[src/rtl/fpu_pkg.sv]
// Shared constants for the FP operand unit and its register file.
// Forward-select encoding, register-number width and FP zero.
package fpu_pkg;

    localparam int RW = 5;

    localparam logic [1:0] FWD_RF = 2'd0;
    localparam logic [1:0] FWD_E3 = 2'd1;
    localparam logic [1:0] FWD_W  = 2'd2;
    localparam logic [1:0] FWD_LD = 2'd3;

    localparam logic [31:0] FP_ZERO = 32'h0000_0000;

    // Stage hit: a stage only counts when it will write.
    function automatic logic hit(
        input logic          we,
        input logic [RW-1:0] dn,
        input logic [RW-1:0] sn
    );
        return we && (dn == sn);
    endfunction

endpackage

[src/rtl/fp_regfile_2w2r.sv]
// FP register file: two read ports, two write ports.
// Port 0 (FPU writeback) beats port 1 (FP load) on the same entry.
module fp_regfile_2w2r
    import fpu_pkg::*;
#(
    parameter int NREG = 32
) (
    input  logic          clk,
    input  logic          clrn,
    input  logic [RW-1:0] ra,
    input  logic [RW-1:0] rb,
    input  logic          we0,
    input  logic [RW-1:0] wn0,
    input  logic [31:0]   wd0,
    input  logic          we1,
    input  logic [RW-1:0] wn1,
    input  logic [31:0]   wd1,
    output logic [31:0]   qa,
    output logic [31:0]   qb
);

    logic [31:0] mem [NREG];

    // Storage update; reset clears every entry, f0 included.
    always_ff @(posedge clk or negedge clrn) begin
        if (!clrn) begin
            for (int i = 0; i < NREG; i++) begin
                mem[i] <= FP_ZERO;
            end
        end else begin
            for (int i = 0; i < NREG; i++) begin
                if (we0 && wn0 == RW'(i)) begin
                    mem[i] <= wd0;
                end else if (we1 && wn1 == RW'(i)) begin
                    mem[i] <= wd1;
                end
            end
        end
    end

    // Combinational read ports.
    always_comb begin
        qa = mem[ra];
        qb = mem[rb];
    end

endmodule

[src/rtl/fp_operand_unit.sv]
// Decode-stage FP operand unit: regfile, E3/W/load forwarding,
// E1/E2 RAW interlock and a saturating stall-cycle counter.
module fp_operand_unit
    import fpu_pkg::*;
#(
    parameter int NREG = 32,
    parameter int CNTW = 16
) (
    input  logic            clk,
    input  logic            clrn,
    input  logic [RW-1:0]   rs,
    input  logic [RW-1:0]   rt,
    input  logic            use_a,
    input  logic            use_b,
    input  logic [RW-1:0]   e1n,
    input  logic [RW-1:0]   e2n,
    input  logic [RW-1:0]   e3n,
    input  logic [RW-1:0]   wn,
    input  logic            e1w,
    input  logic            e2w,
    input  logic            e3w,
    input  logic            ww,
    input  logic [31:0]     ed,
    input  logic [31:0]     wd,
    input  logic            ld_we,
    input  logic [RW-1:0]   ld_n,
    input  logic [31:0]     ld_d,
    output logic [31:0]     a,
    output logic [31:0]     b,
    output logic [1:0]      fwda,
    output logic [1:0]      fwdb,
    output logic            st_raw,
    output logic [CNTW-1:0] stall_cnt
);

    logic [31:0] qa;
    logic [31:0] qb;
    logic        pend_a;
    logic        pend_b;

    fp_regfile_2w2r #(
        .NREG (NREG)
    ) u_rf (
        .clk  (clk),
        .clrn (clrn),
        .ra   (rs),
        .rb   (rt),
        .we0  (ww),
        .wn0  (wn),
        .wd0  (wd),
        .we1  (ld_we),
        .wn1  (ld_n),
        .wd1  (ld_d),
        .qa   (qa),
        .qb   (qb)
    );

    // Operand a source select: E3, then W, then load, then regfile.
    always_comb begin
        fwda = FWD_RF;
        if (hit(e3w, e3n, rs)) begin
            fwda = FWD_E3;
        end else if (hit(ww, wn, rs)) begin
            fwda = FWD_W;
        end else if (hit(ld_we, ld_n, rs)) begin
            fwda = FWD_LD;
        end
    end

    // Operand b source select, same priority as a.
    always_comb begin
        fwdb = FWD_RF;
        if (hit(e3w, e3n, rt)) begin
            fwdb = FWD_E3;
        end else if (hit(ww, wn, rt)) begin
            fwdb = FWD_W;
        end else if (hit(ld_we, ld_n, rt)) begin
            fwdb = FWD_LD;
        end
    end

    // Operand muxes driven by the selects above.
    always_comb begin
        unique case (fwda)
            FWD_E3:  a = ed;
            FWD_W:   a = wd;
            FWD_LD:  a = ld_d;
            default: a = qa;
        endcase
        unique case (fwdb)
            FWD_E3:  b = ed;
            FWD_W:   b = wd;
            FWD_LD:  b = ld_d;
            default: b = qb;
        endcase
    end

    // Interlock: a used source still being produced in E1 or E2.
    always_comb begin
        pend_a = hit(e1w, e1n, rs) || hit(e2w, e2n, rs);
        pend_b = hit(e1w, e1n, rt) || hit(e2w, e2n, rt);
        st_raw = (use_a && pend_a) || (use_b && pend_b);
    end

    // Stall-cycle counter, sticks at all-ones.
    always_ff @(posedge clk or negedge clrn) begin
        if (!clrn) begin
            stall_cnt <= '0;
        end else if (st_raw && stall_cnt != '1) begin
            stall_cnt <= stall_cnt + 1'b1;
        end
    end

endmodule

[config.mk]
export PLATFORM = sky130hd
export DESIGN_NAME = fp_operand_unit
export DESIGN_NICKNAME = d
export VERILOG_FILES = /design/src/rtl/fpu_pkg.sv /design/src/rtl/fp_regfile_2w2r.sv /design/src/rtl/fp_operand_unit.sv
export SDC_FILE = /design/constraint.sdc
export NUM_CORES = 2
export LEC_CHECK = 0
export CAP_MARGIN = 20
export CORE_MARGIN = 2
export CORE_UTILIZATION = 25
export CTS_CLUSTER_DIAMETER = 100
export CTS_CLUSTER_SIZE = 28
export DETAILED_ROUTE_END_ITERATION = 8
export PLACE_DENSITY = 0.36
export SLEW_MARGIN = 30
export SYNTH_ARGS = -nofsm -noshare
export SYNTH_HDL_FRONTEND = slang
export SYNTH_SLANG_ARGS = --single-unit
[constraint.sdc]
create_clock -name clk -period 3.95 [get_ports clk]
set_clock_uncertainty 0.2 [all_clocks]
set_input_delay 0.5925 -clock clk [delete_from_list [all_inputs] [get_ports clk]]
set_output_delay 0.5925 -clock clk [all_outputs]
set_load 0.01 [all_outputs]
==> results.cfg <==
[global_routing]
grt_pass1_wl_um = 474900
use_met3_pct = 4.098
antenna_found_initial = 8
grt_max_degree = 143
grt_pass1_vias = 54009
grt.met1_usage_pct = 35.73
track_usage_pct = 25.03
grt-ovfl-total = 0
use_met2_pct = 39.39
top_usage_layer = met2

[sta]
timing.final.crit_share_pct = 101.5
setup_viol = 1
period_needed_ps = 4008
drv_slew = 0
fin_setup_tns_ps = -57.71
max_freq_mhz = 249.5
max_slew.worst_pin.slew_ps = 981.9
setup_slack_ps = -57.71
rsz0062_at_grt = true
slew_headroom_pct = 34.04
hold_violations = 0

[floorplanning]
die_h_um = 518
die_area_um2 = 268300
io-pin-count = 225
initial_core_util_pct = 25.16
rows = 188
core_area_um2 = 262500
die_width_um = 518

[finish]
final_area_um2 = 80860
layout.cells.non_filler = 10126
utilization_pct = 30.80
final_common_cell = mux2i_1
nNetsFinal = 6689
final_cell_mix = 1152 x mux2i_1, 1040 x dfrtp_1, 813 x nor2_1, 791 x a21oi_1, 448 x mux4_2
drive_above_1_share_pct = 21.82
syn2layout_area_growth_pct = 22.43

[route]
vias_per_cell = 5.454
vias = 55229
dr.pass1.iters = 6
wl_um = 344700
drt_iter0_drc = 5456
drc = 0
wl_per_cell_um = 34.04
ant_nets = 0

[logic_synthesis]
synth_top_area_share_pct = 39.40
synth_ff_type = dfrtp_1
ys_seq_elements = 1040
synth_fp_nets = 6522
yosysUniqueCellTypes = 41
yosysSeqAreaShare_pct = 39.40
async_reset_ff_share_pct = 100.0
yosysWarnings = 0
syn-mean-instance-area_um2 = 10.35
synthCells = 6381
synthTopCellsByArea = dfrtp_1 39%, mux2i_1 17%, mux4_2 15%, a21oi_1 6.2%, nor2_1 4.7%
synth_largest_area_cell = dfrtp_1
syn_area_um2 = 66050
synth_edf_count = 0

[run_status]
status = finished, violations left
violations = negative setup slack

[power]
p_leak_uw = 0.03333
power_uw = 35800
ir_drop_mv = 0.3518
powerDensity_nw_per_um2 = 442.7

[placement]
port_buffers = 224
gp_congestion = 0.8340
dp.cells = 9969
hpwl_um = 221600
placed_cell_area_um2 = 77630

[setup_path]
start_kind = input port
worstPathRequired_ps = 3160
crit_fanout = 8
cp.arrival_ps = 3220
r2r_slack_ps = 1890
worstSetupEndpointType = output port
crit_type = input port to output port

[clock_tree]
cts_made_buffers = 76
clk_pin_slew_ps = 100
cts_root_buf = clkbuf_16
cts-htree-levels = 3
cts_tree = done
clk_path_buf_depth = 3
worstSkewPairLatency_ps = 750
clkSinkCount = 1040

[min_path]
hold_path.class = input port to asynchronous set/reset pin

[flow_run]
max_cap_viol_count = 0
[worst paths after layout]
| path | from | end | depth (start not counted) |
|---|---|---|---|
| hold reg to reg | stall_cnt[10] | stall_cnt[10] | 1 |
| max in group asynchronous | clrn | u_rf.mem[801] | 4 |
| min in group clk | stall_cnt[10] | stall_cnt[10] | 1 |
| hold / removal | clrn | u_rf.mem[926] | 2 |
| setup / recovery | ld_n[0] | a[15] | 12 |
| setup reg to reg | stall_cnt[0] | stall_cnt[1] | 6 |
[Yosys cell counts (2+ instances only)]
cell       count
nor3_1         7
o2bb2ai_1     64
buf_4         20
o221ai_1      42
nor2_1       832
mux4_2       448
and2_1         5
nor4_2         4
and4_1         2
o22ai_1       22
clkbuf_1     499
or3b_1         2
o21ai_0      291
nor4_1        10
buf_6          7
nand2_1      371
mux2i_1     1152
nor3b_2        5
a211oi_1      22
and3_1         7
a21oi_1      813
nor3b_1        2
dfrtp_1     1040
xor2_1        52
nand4b_1       4
nor2b_1       12
a221oi_1     106
nor3_2         4
nand3_1       39
a21oi_2       31
nand2b_1       9
xnor2_1       11
buf_2        180
nand4_1       11
mux2_2         3
buf_1         98
a22oi_1      150
[critical path, stage by stage]
cell and delay, ps:
dlygate4sd2_1 280, xor2_1 160, nor4_2 420, nand3_2 300
buf_6 200, nor2_4 140, buf_12 170, buf_12 110
buf_12 140, a221oi_1 110, o2bb2ai_2 330, buf_2 200
[metrics by stage]
stage,hold slack (ps),worst slack (ps)
2_1_floorplan,96.91,787.1
3_3_place_gp,276.0,-927.5
3_5_place_dp,293.8,-934.8
4_1_cts,128.0,-2.068
5_1_grt,148.9,-71.79
6_report,149.6,-57.71
[layout make-up]
cell class | count | area [µm²]
timing repair buffer | 893 | 10060
antenna | 2 | 5.005
fill | 27051 | 181600
clock buffer | 78 | 1929
tap | 3515 | 4398
sequential | 1040 | 26030
inverter | 1 | 3.754
clock inverter | 61 | 837.1
multi-input combinational | 4536 | 37600
[sequential cells by signal (all words and copies together) (netlist names)]
signal / flops
stall_cnt: 16
u_rf.mem: 1024
[cells by family (layout without fill, tap and decap cells)]
| logic type | count (synthesis) | in the layout | share of synthesized area (%) |
|---|---|---|---|
| buffers and inverters | 805 | 1033 | 5.109 |
| XOR/XNOR | 63 | 63 | 0.8354 |
| other | 0 | 2 | 0 |
| AO/OA/AOI/OAI | 1541 | 1541 | 13.75 |
| flip-flops | 1040 | 1040 | 39.40 |
| AND/OR/NAND/NOR | 1328 | 1328 | 8.098 |
| multiplexers | 1603 | 1603 | 32.79 |
| adder cells (fa/ha/maj) | 1 | 1 | 0.01894 |
[metal layers]
layer / vias up / share of wire (%)
li1: 23755 / -
met3: 321 / 6.2
met4: 0 / 2.6
met2: 2233 / 46
met5: - / 0
met1: 28920 / 46
[where the power goes]
part	switching, µW	total [µW]	internal (µW)
clock	5360	9460	4090
combinational	4970	10600	5600
sequential	2280	15800	13500
total	12600	35800	23200
[timing repair]
| action | in CTS | in global routing |
|---|---|---|
| endpoints found under the setup margin | 68 | 36 |
| hold buffers | 1 | 0 |
| cloned | 0 | 0 |
| buffers inserted | 9 | 5 |
| gates resized for setup | 157 | 34 |
| pin swaps | 11 | 7 |
| endpoints found under the hold margin | 96 | 0 |
Power figures use the tool's default switching activity.
